<file path="src/rtl/vga_pixel_gen_if.sv">
// Cursor update channel between a control master and vga_pixel_gen (4-phase req/ack).
// Latency: ack rises the cycle after the update lands on a frame boundary.
// Backpressure: the master holds req and data until ack is seen, then drops req and waits for ack low.
interface vga_pixel_gen_if;
    logic [9:0] cur_x;
    logic [9:0] cur_y;
    logic [7:0] cur_color;
    logic       upd_req;
    logic       upd_ack;

    modport master (
        output cur_x,
        output cur_y,
        output cur_color,
        output upd_req,
        input  upd_ack
    );

    modport slave (
        input  cur_x,
        input  cur_y,
        input  cur_color,
        input  upd_req,
        output upd_ack
    );
endinterface

</file>
<file path="src/rtl/vga_pixel_gen.sv">
// Bordered-screen pixel colour generator with a blinking cursor, fed by the VGA sync generator.
// Latency: fixed 2 cycles from pixel/sync inputs to rgb and delayed syncs.
// Backpressure: none on the pixel stream; cursor updates stall in PEND until the next frame start.
module vga_pixel_gen #(
    parameter int         H_ACTIVE     = 640,
    parameter int         V_ACTIVE     = 480,
    parameter int         BORDER       = 8,
    parameter int         CUR_W        = 8,
    parameter int         CUR_H        = 16,
    parameter int         BLINK_FRAMES = 30,
    parameter logic [7:0] BORDER_COLOR = 8'hFF,
    parameter logic [7:0] BG_COLOR     = 8'h02
) (
    input  logic              CLK_pix_rate,
    input  logic              reset,
    input  logic              h_sync_in,
    input  logic              v_sync_in,
    input  logic              video_on_in,
    input  logic [9:0]        pixel_x,
    input  logic [9:0]        pixel_y,
    vga_pixel_gen_if.slave    upd,
    output logic              h_sync_out,
    output logic              v_sync_out,
    output logic [7:0]        rgb
);
    localparam int CNT_W = (BLINK_FRAMES > 1) ? $clog2(BLINK_FRAMES) : 1;
    localparam logic [CNT_W-1:0] CNT_LAST = CNT_W'(BLINK_FRAMES - 1);

    typedef enum logic [1:0] {IDLE, PEND, DONE} upd_state_e;

    // Stage 1: registered copy of the sync generator outputs
    logic [9:0] x1_q, y1_q;
    logic       von1_q, hs1_q, vs1_q;
    // Stage 2: colour and syncs aligned with it
    logic [7:0] rgb_q, rgb_d;
    logic       hs2_q, vs2_q;
    // Frame-edge detect: stage-1 position was not (0,0) last cycle
    logic       prev_nz_q, prev_nz_d;
    logic       frame_tick;
    // Update FSM, pending and shadow cursor, blink state
    upd_state_e state_q, state_d;
    logic [9:0] pend_x_q, pend_x_d, pend_y_q, pend_y_d;
    logic [7:0] pend_c_q, pend_c_d;
    logic [9:0] sh_x_q, sh_x_d, sh_y_q, sh_y_d;
    logic [7:0] sh_c_q, sh_c_d;
    logic [CNT_W-1:0] cnt_q, cnt_d;
    logic       blink_q, blink_d;
    logic       ack_q, ack_d;
    // Colour evaluation helpers
    logic [10:0] x11, y11, sx11, sy11;
    logic        cur_hit, border_hit;

    // Frame start is the first cycle stage 1 shows (0,0), so a held pixel does not retrigger
    always_comb begin
        prev_nz_d  = (x1_q != 10'd0) || (y1_q != 10'd0);
        frame_tick = (x1_q == 10'd0) && (y1_q == 10'd0) && prev_nz_q;
    end

    // Blink counting and the update FSM; an update on a frame tick overrides the blink wrap
    always_comb begin
        state_d  = state_q;
        pend_x_d = pend_x_q;
        pend_y_d = pend_y_q;
        pend_c_d = pend_c_q;
        sh_x_d   = sh_x_q;
        sh_y_d   = sh_y_q;
        sh_c_d   = sh_c_q;
        cnt_d    = cnt_q;
        blink_d  = blink_q;
        if (frame_tick) begin
            if (cnt_q == CNT_LAST) begin
                cnt_d   = '0;
                blink_d = ~blink_q;
            end else begin
                cnt_d = cnt_q + CNT_W'(1);
            end
        end
        case (state_q)
            IDLE: begin
                if (upd.upd_req) begin
                    pend_x_d = upd.cur_x;
                    pend_y_d = upd.cur_y;
                    pend_c_d = upd.cur_color;
                    state_d  = PEND;
                end
            end
            PEND: begin
                if (frame_tick) begin
                    sh_x_d  = pend_x_q;
                    sh_y_d  = pend_y_q;
                    sh_c_d  = pend_c_q;
                    cnt_d   = '0;
                    blink_d = 1'b1;
                    state_d = DONE;
                end
            end
            DONE: begin
                if (!upd.upd_req) begin
                    state_d = IDLE;
                end
            end
            default: state_d = IDLE;
        endcase
        ack_d = (state_d == DONE);
    end

    // Colour uses the post-tick cursor/blink so pixel (0,0) of a new frame already reflects them
    always_comb begin
        x11        = {1'b0, x1_q};
        y11        = {1'b0, y1_q};
        sx11       = {1'b0, sh_x_d};
        sy11       = {1'b0, sh_y_d};
        cur_hit    = (x11 >= sx11) && (x11 < sx11 + 11'(CUR_W)) &&
                     (y11 >= sy11) && (y11 < sy11 + 11'(CUR_H));
        border_hit = (x11 < 11'(BORDER)) || (x11 >= 11'(H_ACTIVE - BORDER)) ||
                     (y11 < 11'(BORDER)) || (y11 >= 11'(V_ACTIVE - BORDER));
        rgb_d      = BG_COLOR;
        if (!von1_q) begin
            rgb_d = 8'h00;
        end else if (cur_hit && blink_d) begin
            rgb_d = sh_c_d;
        end else if (border_hit) begin
            rgb_d = BORDER_COLOR;
        end
    end

    // All state registers; syncs reset high (inactive)
    always_ff @(posedge CLK_pix_rate) begin
        if (reset) begin
            x1_q      <= '0;
            y1_q      <= '0;
            von1_q    <= 1'b0;
            hs1_q     <= 1'b1;
            vs1_q     <= 1'b1;
            rgb_q     <= 8'h00;
            hs2_q     <= 1'b1;
            vs2_q     <= 1'b1;
            prev_nz_q <= 1'b0;
            state_q   <= IDLE;
            pend_x_q  <= '0;
            pend_y_q  <= '0;
            pend_c_q  <= 8'h00;
            sh_x_q    <= '0;
            sh_y_q    <= '0;
            sh_c_q    <= 8'hE0;
            cnt_q     <= '0;
            blink_q   <= 1'b1;
            ack_q     <= 1'b0;
        end else begin
            x1_q      <= pixel_x;
            y1_q      <= pixel_y;
            von1_q    <= video_on_in;
            hs1_q     <= h_sync_in;
            vs1_q     <= v_sync_in;
            rgb_q     <= rgb_d;
            hs2_q     <= hs1_q;
            vs2_q     <= vs1_q;
            prev_nz_q <= prev_nz_d;
            state_q   <= state_d;
            pend_x_q  <= pend_x_d;
            pend_y_q  <= pend_y_d;
            pend_c_q  <= pend_c_d;
            sh_x_q    <= sh_x_d;
            sh_y_q    <= sh_y_d;
            sh_c_q    <= sh_c_d;
            cnt_q     <= cnt_d;
            blink_q   <= blink_d;
            ack_q     <= ack_d;
        end
    end

    assign rgb         = rgb_q;
    assign h_sync_out  = hs2_q;
    assign v_sync_out  = vs2_q;
    assign upd.upd_ack = ack_q;
endmodule
</file>
<file path="src/flat_wrapper.sv">
// flat-port wrapper written by rule: the top's interface ports become plain ports
module vga_pixel_gen_flat 
#(
    parameter int         H_ACTIVE     = 640,
    parameter int         V_ACTIVE     = 480,
    parameter int         BORDER       = 8,
    parameter int         CUR_W        = 8,
    parameter int         CUR_H        = 16,
    parameter int         BLINK_FRAMES = 30,
    parameter logic [7:0] BORDER_COLOR = 8'hFF,
    parameter logic [7:0] BG_COLOR     = 8'h02
)
  (CLK_pix_rate, reset, h_sync_in, v_sync_in, video_on_in, pixel_x, pixel_y, h_sync_out, v_sync_out, rgb, upd_cur_x, upd_cur_y, upd_cur_color, upd_upd_req, upd_upd_ack);
  vga_pixel_gen_if upd_i ();
  input  logic CLK_pix_rate;
  input  logic reset;
  input  logic h_sync_in;
  input  logic v_sync_in;
  input  logic video_on_in;
  input  logic [9:0] pixel_x;
  input  logic [9:0] pixel_y;
  output logic h_sync_out;
  output logic v_sync_out;
  output logic [7:0] rgb;
  input wire logic [$bits(upd_i.cur_x)-1:0] upd_cur_x;
  input wire logic [$bits(upd_i.cur_y)-1:0] upd_cur_y;
  input wire logic [$bits(upd_i.cur_color)-1:0] upd_cur_color;
  input wire logic [$bits(upd_i.upd_req)-1:0] upd_upd_req;
  output wire logic [$bits(upd_i.upd_ack)-1:0] upd_upd_ack;
  assign upd_i.cur_x = upd_cur_x;
  assign upd_i.cur_y = upd_cur_y;
  assign upd_i.cur_color = upd_cur_color;
  assign upd_i.upd_req = upd_upd_req;
  assign upd_upd_ack = upd_i.upd_ack;
  vga_pixel_gen #(.H_ACTIVE(H_ACTIVE), .V_ACTIVE(V_ACTIVE), .BORDER(BORDER), .CUR_W(CUR_W), .CUR_H(CUR_H), .BLINK_FRAMES(BLINK_FRAMES), .BORDER_COLOR(BORDER_COLOR), .BG_COLOR(BG_COLOR)) u_core (.CLK_pix_rate(CLK_pix_rate), .reset(reset), .h_sync_in(h_sync_in), .v_sync_in(v_sync_in), .video_on_in(video_on_in), .pixel_x(pixel_x), .pixel_y(pixel_y), .upd(upd_i), .h_sync_out(h_sync_out), .v_sync_out(v_sync_out), .rgb(rgb));
endmodule
</file>
<file path="config.mk">
export PLATFORM = sky130hd
export DESIGN_NAME = vga_pixel_gen_flat
export DESIGN_NICKNAME = d
export VERILOG_FILES = /design/src/rtl/vga_pixel_gen_if.sv /design/src/rtl/vga_pixel_gen.sv /design/src/flat_wrapper.sv
export SDC_FILE = /design/constraint.sdc
export NUM_CORES = 1
export LEC_CHECK = 0
export BUFFER_PORTS_ARGS = -buffer_cell sky130_fd_sc_hd__buf_2
export CORE_ASPECT_RATIO = 2
export CORE_MARGIN = 2
export CORE_UTILIZATION = 51
export CTS_CLUSTER_SIZE = 20
export DETAILED_ROUTE_END_ITERATION = 12
export PLACE_DENSITY = 0.75
export SYNTH_ARGS = -nofsm -noshare
export SYNTH_HDL_FRONTEND = slang
export SYNTH_SLANG_ARGS = --single-unit
</file>
<file path="constraint.sdc">
create_clock -name CLK_pix_rate -period 3.6 [get_ports CLK_pix_rate]
set_input_delay 0.18 -clock CLK_pix_rate [delete_from_list [all_inputs] [get_ports CLK_pix_rate]]
set_output_delay 0.18 -clock CLK_pix_rate [all_outputs]
set_load 0.05 [all_outputs]
</file>
==> results.sh, run 1 <==
export IMPL_cts_buffers=9
export IMPL_post_route_worst_setup_slack_ns=-0.208
export IMPL_synthToLayoutAreaGrowth_pct=31.6
export IMPL_drive_above_1_share=0.304
export IMPL_holdWs_ns=0.0123
export IMPL_yosys_warnings=0
export IMPL_critical_path_top_delay_family="simple AND/OR/NAND/NOR gates"
export IMPL_design_die_area_um2=9500
export IMPL_timing_worst_slew_pin_value_ns=0.889
export IMPL_run_status="finished, violations left"
export IMPL_cap_viol_max_count=0
export IMPL_overflow=0
export IMPL_mostFrequentLayoutCells="96 x dfxtp_1, 74 x nand2_1, 64 x buf_2, 64 x buf_4, 43 x a21oi_1"
export IMPL_startpoint="u_core.x1_q[1]"
export IMPL_finalCritPeriodShare=1.06
export IMPL_global_route_wire_length_before_repair_um=17600
export IMPL_clockBufferDepth=2
export IMPL_total_wirelength_um=10800
export IMPL_top_level_ports=65
export IMPL_rows=48
export IMPL_detail_route_iter0_violations=116
export IMPL_antenna_cells=0
export IMPL_fillCellCount=676
export IMPL_grt_usage=0.239
export IMPL_final_common_cell="dfxtp_1"
export IMPL_dominantRegCellSynth="dfxtp_1"
export IMPL_dp_slack_ns=-0.216
export IMPL_numClockSinks=99
export IMPL_cts_max_level=3
export IMPL_first_global_vias=3865
export IMPL_route_detailed_vias_per_inst=5.41
export IMPL_clock_tree_root_cell="clkbuf_16"
export IMPL_slew_viol_final=0
export IMPL_synth_seq_cells=99
export IMPL_grt_start_max_net_pins=51
export IMPL_post_synth_num_cell_types=45
export IMPL_path_cells="nor4_4 > and4_4 > nand4_4 > mux2i_4 > or3_1 > nor3_2 > xor2_1 > ha_1 > and3_1 > a221oi_4 > o32ai_2 > or4_4 > o21ai_2"
export IMPL_cts_tree="built"
export IMPL_die_height_um=136
export IMPL_timing_hold_worst_class="input pin to flop"
export IMPL_ys_async_sr_fraction=0
export IMPL_total_vias_in_the_final_route=3843
export IMPL_register_area_um2=1990
export IMPL_synth_area_leaders="dfxtp_1 45%, ha_1 10%, nand2_1 6.3%"
export IMPL_cp_num_cells=13
export IMPL_finalCoreUtilization=0.684
export IMPL_final_setup_tns_ns=-1.32
export IMPL_syn_inst=486
export IMPL_postSynthNetCount=576
export IMPL_io_buffer_count=64
export IMPL_routabilityCongestion=0.879
export IMPL_p_per_area_nw_per_um2=421
export IMPL_clk_insertion_delay_late_ns=0.35
export IMPL_violated_checks="negative setup slack"
export IMPL_worst_setup_path_endpoint="u_core.rgb[7]"
export IMPL_ys_seq_area_frac=0.447
export IMPL_total_iterations_of_the_first_detailed_routing_run=4
export IMPL_half_perimeter_wire_length_after_placement_um=8260
export IMPL_clk_pin_slew_ns=0.06
export IMPL_fmax_ghz=0.263
export IMPL_worst_r2r_cell_count=13
export IMPL_max_slew_margin_rel=0.407
export IMPL_path_buf_inv=0
export IMPL_final_period_minus_worst_setup_slack_ns=3.81
export IMPL_timing_critical_path_fanout_max=7
export IMPL_rrSetupSlack_ns=-0.21
export IMPL_layout_nets=697
export IMPL_finalSetupViolations=7
export IMPL_die_width_um=69.9
export IMPL_skew_ns=0.00315
export IMPL_start_util=0.520
export IMPL_startpoint_type="flop"
export IMPL_critical_path_max_stage_delay_ns=0.58
export IMPL_post_synthesis_cell_area_um2=4430
export IMPL_fp_coreArea_um2=8530
export IMPL_placedInstanceArea_um2=5300
export IMPL_grt_setup_unrepaired="true"
export IMPL_crit_reg2reg_capture="u_core.rgb[7]"
export IMPL_post_route_drc_count=0
export IMPL_yosys_area_top_type_share=0.447
export IMPL_regToRegStartpoint="u_core.x1_q[1]"
export IMPL_setup_worst_path_class="flop to flop"
export IMPL_detail_route_wl_per_cell_um=15.2
export IMPL_total_leakage_power_nw=2.62
export IMPL_synth_edff_count=0
export IMPL_cp_required_ns=3.88
export IMPL_final_cell_area_um2=5830
export IMPL_report_final_hold_viol_count=0
export IMPL_cts_hold_buffers_added=0
export IMPL_library_cell_contributing_the_largest_single_delay_on_the_critical_path="or4_4"
export IMPL_crit_end_category="flop"
export IMPL_cp_arrival_ns=4.09
export IMPL_max_vdd_ir_drop_v=0.000264
export IMPL_yosys_area_top_type="dfxtp_1"
export IMPL_multiInputGateArea_um2=2550
export IMPL_avgSynthCellArea_um2=9.12
export IMPL_grt_antenna_before_repair=0
export IMPL_final_antenna_net_count=0
==> worst register-to-register path, delay by kind of cell (launching register included) <==
kind / cells / cell delay [ns]
AO/OA/AOI/OAI: 3 / 0.58
XOR/XNOR: 1 / 0.18
adder cells (fa/ha/maj): 1 / 0.26
flip-flops: 1 / 0.34
multiplexers: 1 / 0.26
AND/OR/NAND/NOR: 7 / 2.12
==> timing repair <==
| action | CTS | global route |
|---|---|---|
| buffers inserted | 6 | 3 |
| endpoints found under the hold margin | 0 | 0 |
| endpoints found under the setup margin | 8 | 8 |
| pin swaps | 8 | 11 |
| gates resized for setup | 10 | 19 |
==> per-layer routing <==
layer,track usage,routed length (um),vias up
met2,0.444,5840,100
met1,0.230,3860,1785
met3,0.0474,466,43
met5,0,0,-
met4,0.163,618,0
li1,-,-,1915
==> cell type report <==
cell class	count	area share
inverter	10	0.00644
sequential	99	0.340
tap	100	0.0215
multi-input combinational	358	0.437
clock inverter	4	0.0129
clock buffer	11	0.0416
timing repair buffer	129	0.140
==> sequential cells by signal, indices dropped and copies added, names as in the netlist, named ones only <==
register,count
u_core.von1_q,1
u_core.blink_q,1
u_core.upd.upd_ack,1
u_core.h_sync_out,1
u_core.pend_x_q,10
u_core.vs1_q,1
u_core.prev_nz_q,1
u_core.sh_c_q,8
u_core.pend_y_q,10
u_core.x1_q,10
u_core.hs1_q,1
u_core.rgb,8
u_core.v_sync_out,1
u_core.state_q,2
u_core.y1_q,10
u_core.sh_y_q,10
u_core.sh_x_q,10
u_core.pend_c_q,8
==> power by group <==
part	switching [W]	internal, W	total, W
Sequential	0.0000288	0.00114	0.00116
Combinational	0.000148	0.000125	0.000273
Clock	0.000397	0.000624	0.00102
==> through the flow <==
stage               total power, W  std cells
floorplan                  0.00134        486
global placement           0.00144        687
detailed placement         0.00145        687
CTS                        0.00247        708
global route               0.00255        711
finish                     0.00246        711
==> how the worst min path moves through the flow <==
stage | from | to | slack, ns | cells after the start
3_5_place_dp | v_sync_in | u_core.vs1_q | 0.37 | 2
6_report | v_sync_in | u_core.vs1_q | 0.01 | 2
4_1_cts | v_sync_in | u_core.vs1_q | 0.007 | 2
2_1_floorplan | h_sync_in | u_core.hs1_q | 0.28 | 1
5_1_grt | v_sync_in | u_core.vs1_q | 0.02 | 2
3_3_place_gp | h_sync_in | u_core.hs1_q | 0.36 | 2
==> synthesized netlist by cell type, types with 2 or more instances <==
| library cell | count |
|---|---|
| dfxtp_1 | 99 |
| nand2_1 | 74 |
| a21oi_1 | 45 |
| nor2_1 | 41 |
| ha_1 | 36 |
| mux2i_1 | 27 |
| nor2b_1 | 25 |
| clkbuf_1 | 15 |
| inv_1 | 10 |
| nor3_1 | 10 |
| o21ai_1 | 10 |
| xor2_1 | 10 |
| nand2b_1 | 9 |
| nand3_1 | 9 |
| a21o_1 | 5 |
| o21ai_0 | 5 |
| and4_1 | 4 |
| or2_2 | 4 |
| a211oi_1 | 3 |
| nand4_1 | 3 |
| nor4_1 | 3 |
| o21a_1 | 3 |
| o31ai_1 | 3 |
| xnor2_1 | 3 |
| a211o_1 | 2 |
| a221oi_1 | 2 |
| a31oi_1 | 2 |
| a41oi_1 | 2 |
| buf_1 | 2 |
| buf_2 | 2 |
| nor4_4 | 2 |
| o2111ai_1 | 2 |
| or2_1 | 2 |
==> logic make-up (layout without fill, tap and decap cells) <==
| kind of cell | Yosys count | after routing | synth area share |
|---|---|---|---|
| compound gates | 86 | 86 | 0.114 |
| simple gates | 195 | 195 | 0.220 |
| mux | 28 | 28 | 0.0660 |
| xor+xnor | 13 | 13 | 0.0257 |
| fa+ha+maj | 36 | 36 | 0.102 |
| flops | 99 | 99 | 0.447 |
| buf+inv | 29 | 154 | 0.0251 |
Note: power is estimated with default switching activity, not from simulation.
==> inputs of run 2 (changes only) <==
Settings changed: ABC_AREA from default to 1, CORE_UTILIZATION 51 to 52, PLACE_DENSITY 0.75 to 0.76.
==> run 2 against run 1 <==
  * The run now ends clean
  * Worst hold slack got worse by 0.0037 ns
  * Sequential share of layout area grew 1.6 points
  * Cell count increased by 8.9%
  * Fmax grew 11%
  * Sequential power hardly changed
  * Area after synthesis grew 6.7%
  * Register-to-register slack improved by 0.38 ns
  * Core utilization shrank 5.8 points
  * Routed wire length is 9.1% higher
  * Cell area decreased by 4.6%
  * Power increased by 1.3%
  * Clock power is essentially flat
==> results.sh, run 2 <==
export IMPL_final_common_cell="nor2_1"
export IMPL_synth_edff_count=0
export IMPL_post_route_worst_setup_slack_ns=0.176
export IMPL_drive_above_1_share=0.228
export IMPL_crit_end_category="flop"
export IMPL_max_slew_margin_rel=0.384
export IMPL_grt_antenna_before_repair=0
export IMPL_dominantRegCellSynth="dfxtp_1"
export IMPL_synth_area_leaders="dfxtp_1 42%, nor2_1 9.6%, ha_1 9.5%"
export IMPL_detail_route_wl_per_cell_um=15.2
export IMPL_die_width_um=71.5
export IMPL_finalSetupViolations=0
export IMPL_most_numerous_cell_types_in_the_synthesized_netlist="121 x nor2_1, 99 x dfxtp_1, 76 x inv_1"
export IMPL_cts_buffers=9
export IMPL_dp_slack_ns=0.155
export IMPL_startpoint_type="flop"
export IMPL_ys_async_sr_fraction=0
export IMPL_final_setup_tns_ns=0
export IMPL_grt_usage=0.249
export IMPL_cts_tree="built"
export IMPL_top_level_ports=65
export IMPL_final_period_minus_worst_setup_slack_ns=3.42
export IMPL_design_die_area_um2=9930
export IMPL_post_synth_num_cell_types=41
export IMPL_io_buffer_count=64
export IMPL_synth_seq_cells=99
export IMPL_cap_viol_max_count=0
export IMPL_layout_nets=758
export IMPL_timing_worst_slew_pin_value_ns=0.923
export IMPL_clk_pin_slew_ns=0.07
export IMPL_report_final_hold_viol_count=0
export IMPL_run_status="completed"
export IMPL_multiInputGateArea_um2=2390
export IMPL_total_leakage_power_nw=2.68
export IMPL_max_vdd_ir_drop_v=0.000262
export IMPL_grt_start_max_net_pins=55
export IMPL_start_util=0.532
export IMPL_p_per_area_nw_per_um2=448
export IMPL_cp_arrival_ns=3.65
export IMPL_yosys_warnings=0
export IMPL_cp_required_ns=3.83
export IMPL_total_vias_in_the_final_route=4072
export IMPL_clock_tree_root_cell="clkbuf_16"
export IMPL_cell_internal_pwr_w=0.00185
export IMPL_net_switching_power_w=0.000635
export IMPL_total_iterations_of_the_first_detailed_routing_run=4
export IMPL_clockBufferDepth=2
export IMPL_fp_coreArea_um2=8890
export IMPL_yosys_area_top_type="dfxtp_1"
export IMPL_first_global_vias=4185
export IMPL_finalCritPeriodShare=0.951
export IMPL_yosys_area_top_type_share=0.419
export IMPL_pwr_share_comb=0.105
export IMPL_rows=49
export IMPL_register_area_um2=1980
export IMPL_clockPowerShare=0.422
export IMPL_cts_max_level=3
export IMPL_mostFrequentLayoutCells="118 x nor2_1, 97 x dfxtp_1, 76 x inv_1"
export IMPL_clk_insertion_delay_late_ns=0.35
export IMPL_slew_viol_final=0
export IMPL_postSynthNetCount=688
export IMPL_timing_critical_path_fanout_max=8
export IMPL_ys_seq_area_frac=0.419
export IMPL_post_synthesis_cell_area_um2=4730
export IMPL_total_wirelength_um=11800
export IMPL_syn_inst=598
export IMPL_routabilityCongestion=0.894
export IMPL_timing_hold_worst_class="input pin to flop"
export IMPL_die_height_um=139
export IMPL_setup_worst_path_class="flop to flop"
export IMPL_detail_route_iter0_violations=228
export IMPL_post_route_drc_count=0
export IMPL_numClockSinks=99
export IMPL_route_detailed_vias_per_inst=5.26
export IMPL_overflow=0
export IMPL_fmax_ghz=0.292
export IMPL_power_switching_fraction=0.255
export IMPL_synthToLayoutAreaGrowth_pct=17.6
export IMPL_global_route_wire_length_before_repair_um=19000
export IMPL_final_antenna_net_count=0
export IMPL_skew_ns=0.00724
export IMPL_half_perimeter_wire_length_after_placement_um=8930
export IMPL_fillCellCount=806
export IMPL_yosysMostFrequentCell="nor2_1"
export IMPL_seqPwrFrac=0.473
export IMPL_antenna_cells=0
export IMPL_avgSynthCellArea_um2=7.91
[run 2: cell types whose count changed in the layout (fill, tap and decap cells not counted), moves of 8 or more]
cell and delta:
o21ai_0 +35, nand2b_1 -8, nand2_2 +13, nor2_1 +78, a21oi_1 -15, mux2i_1 -15
nor2b_1 -25, nand4_1 +19, buf_4 -50, nand2_1 -14, inv_1 +69, or2_2 +10
nor3_1 -9, o21ai_1 -9
[run 2: layout make-up]
type | instances | share of cell area
clock buffer | 9 | 0.0405
timing repair buffer | 79 | 0.0801
multi-input combinational | 402 | 0.430
inverter | 77 | 0.0520
clock inverter | 6 | 0.0173
sequential | 99 | 0.357
tap | 102 | 0.0229
[run 2: metal layers]
layer | track usage | vias to the layer above | wire length, um
li1 | - | 2053 | -
met1 | 0.235 | 1901 | 4100
met2 | 0.472 | 78 | 6610
met3 | 0.0305 | 40 | 310
met4 | 0.169 | 0 | 741
met5 | 0 | - | 0
[run 2: timing repair]
| item | CTS | global route |
|---|---|---|
| endpoints found under the hold margin | 0 | 0 |
| setup buffers | 0 | 3 |
| gates resized for setup | 0 | 12 |
| hold buffers | 0 | 0 |
| setup endpoints to repair | 0 | 8 |
[run 2: cells by family (layout without fill, tap and decap cells)]
kind of cell               Yosys count  in the layout  synth area share
and+or+nand+nor                    265            266             0.269
DFF                                 99             99             0.419
buffers and inverters               98            171            0.0828
AOI/OAI and AO/OA                   85             85             0.105
adders and majority gates           36             36            0.0952
xor gates and xnor gates            10             10            0.0185
muxes                                5              5            0.0106
[run 2: worst max-delay path, stage by stage, from the launching register on]
cell     delay, ns
dfxtp_2       0.34
nor2_4        0.12
nand2_1       0.08
nor2_2        0.15
nand2_2       0.09
nor2_4        0.16
nand3_4       0.13
or2_2         0.30
o21a_1        0.12
ha_2          0.21
xor2_1        0.17
ha_1          0.35
a21oi_1       0.15
o21a_1        0.13
o21ai_0       0.07
nand3_1       0.07
nand2_1       0.06
a21o_1        0.18
nand2_4       0.11
nand3_4       0.10
nand2_4       0.12
a21oi_1       0.08
[run 2: metrics by stage]
| step | area, um2 | instances | hold WS [ns] | util | total power, W |
|---|---|---|---|---|---|
| after floorplan | 4730 | 598 | 0.284 | - | 0.00136 |
| after global placement | 5170 | 755 | 0.364 | 0.581 | 0.00145 |
| after detailed placement | 5170 | 755 | 0.364 | 0.581 | 0.00146 |
| after CTS | 5490 | 770 | 0.00626 | 0.617 | 0.00249 |
| after global routing | 5560 | 774 | 0.0138 | 0.626 | 0.00258 |
| final | 5560 | 774 | 0.00861 | 0.626 | 0.00249 |
[run 2: power by group through the flow]
stage	Combinational, W	Clock, W	Sequential (W)
floorplan	0.000162	0	0.00120
detailed placement	0.000256	0	0.00120
global placement	0.000250	0	0.00120
CTS	0.000259	0.00106	0.00118
global route	0.000295	0.00111	0.00118
finish	0.000263	0.00105	0.00118
[run 2: final timing paths]
check,from,to,slack [ns],cells past startpoint
setup / recovery,u_core.x1_q[7],u_core.rgb[0],0.18,21
setup reg to reg,u_core.x1_q[7],u_core.rgb[0],0.18,21
hold / removal,v_sync_in,u_core.vs1_q,0.009,2
hold reg to reg,u_core.vs1_q,u_core.v_sync_out,0.41,1
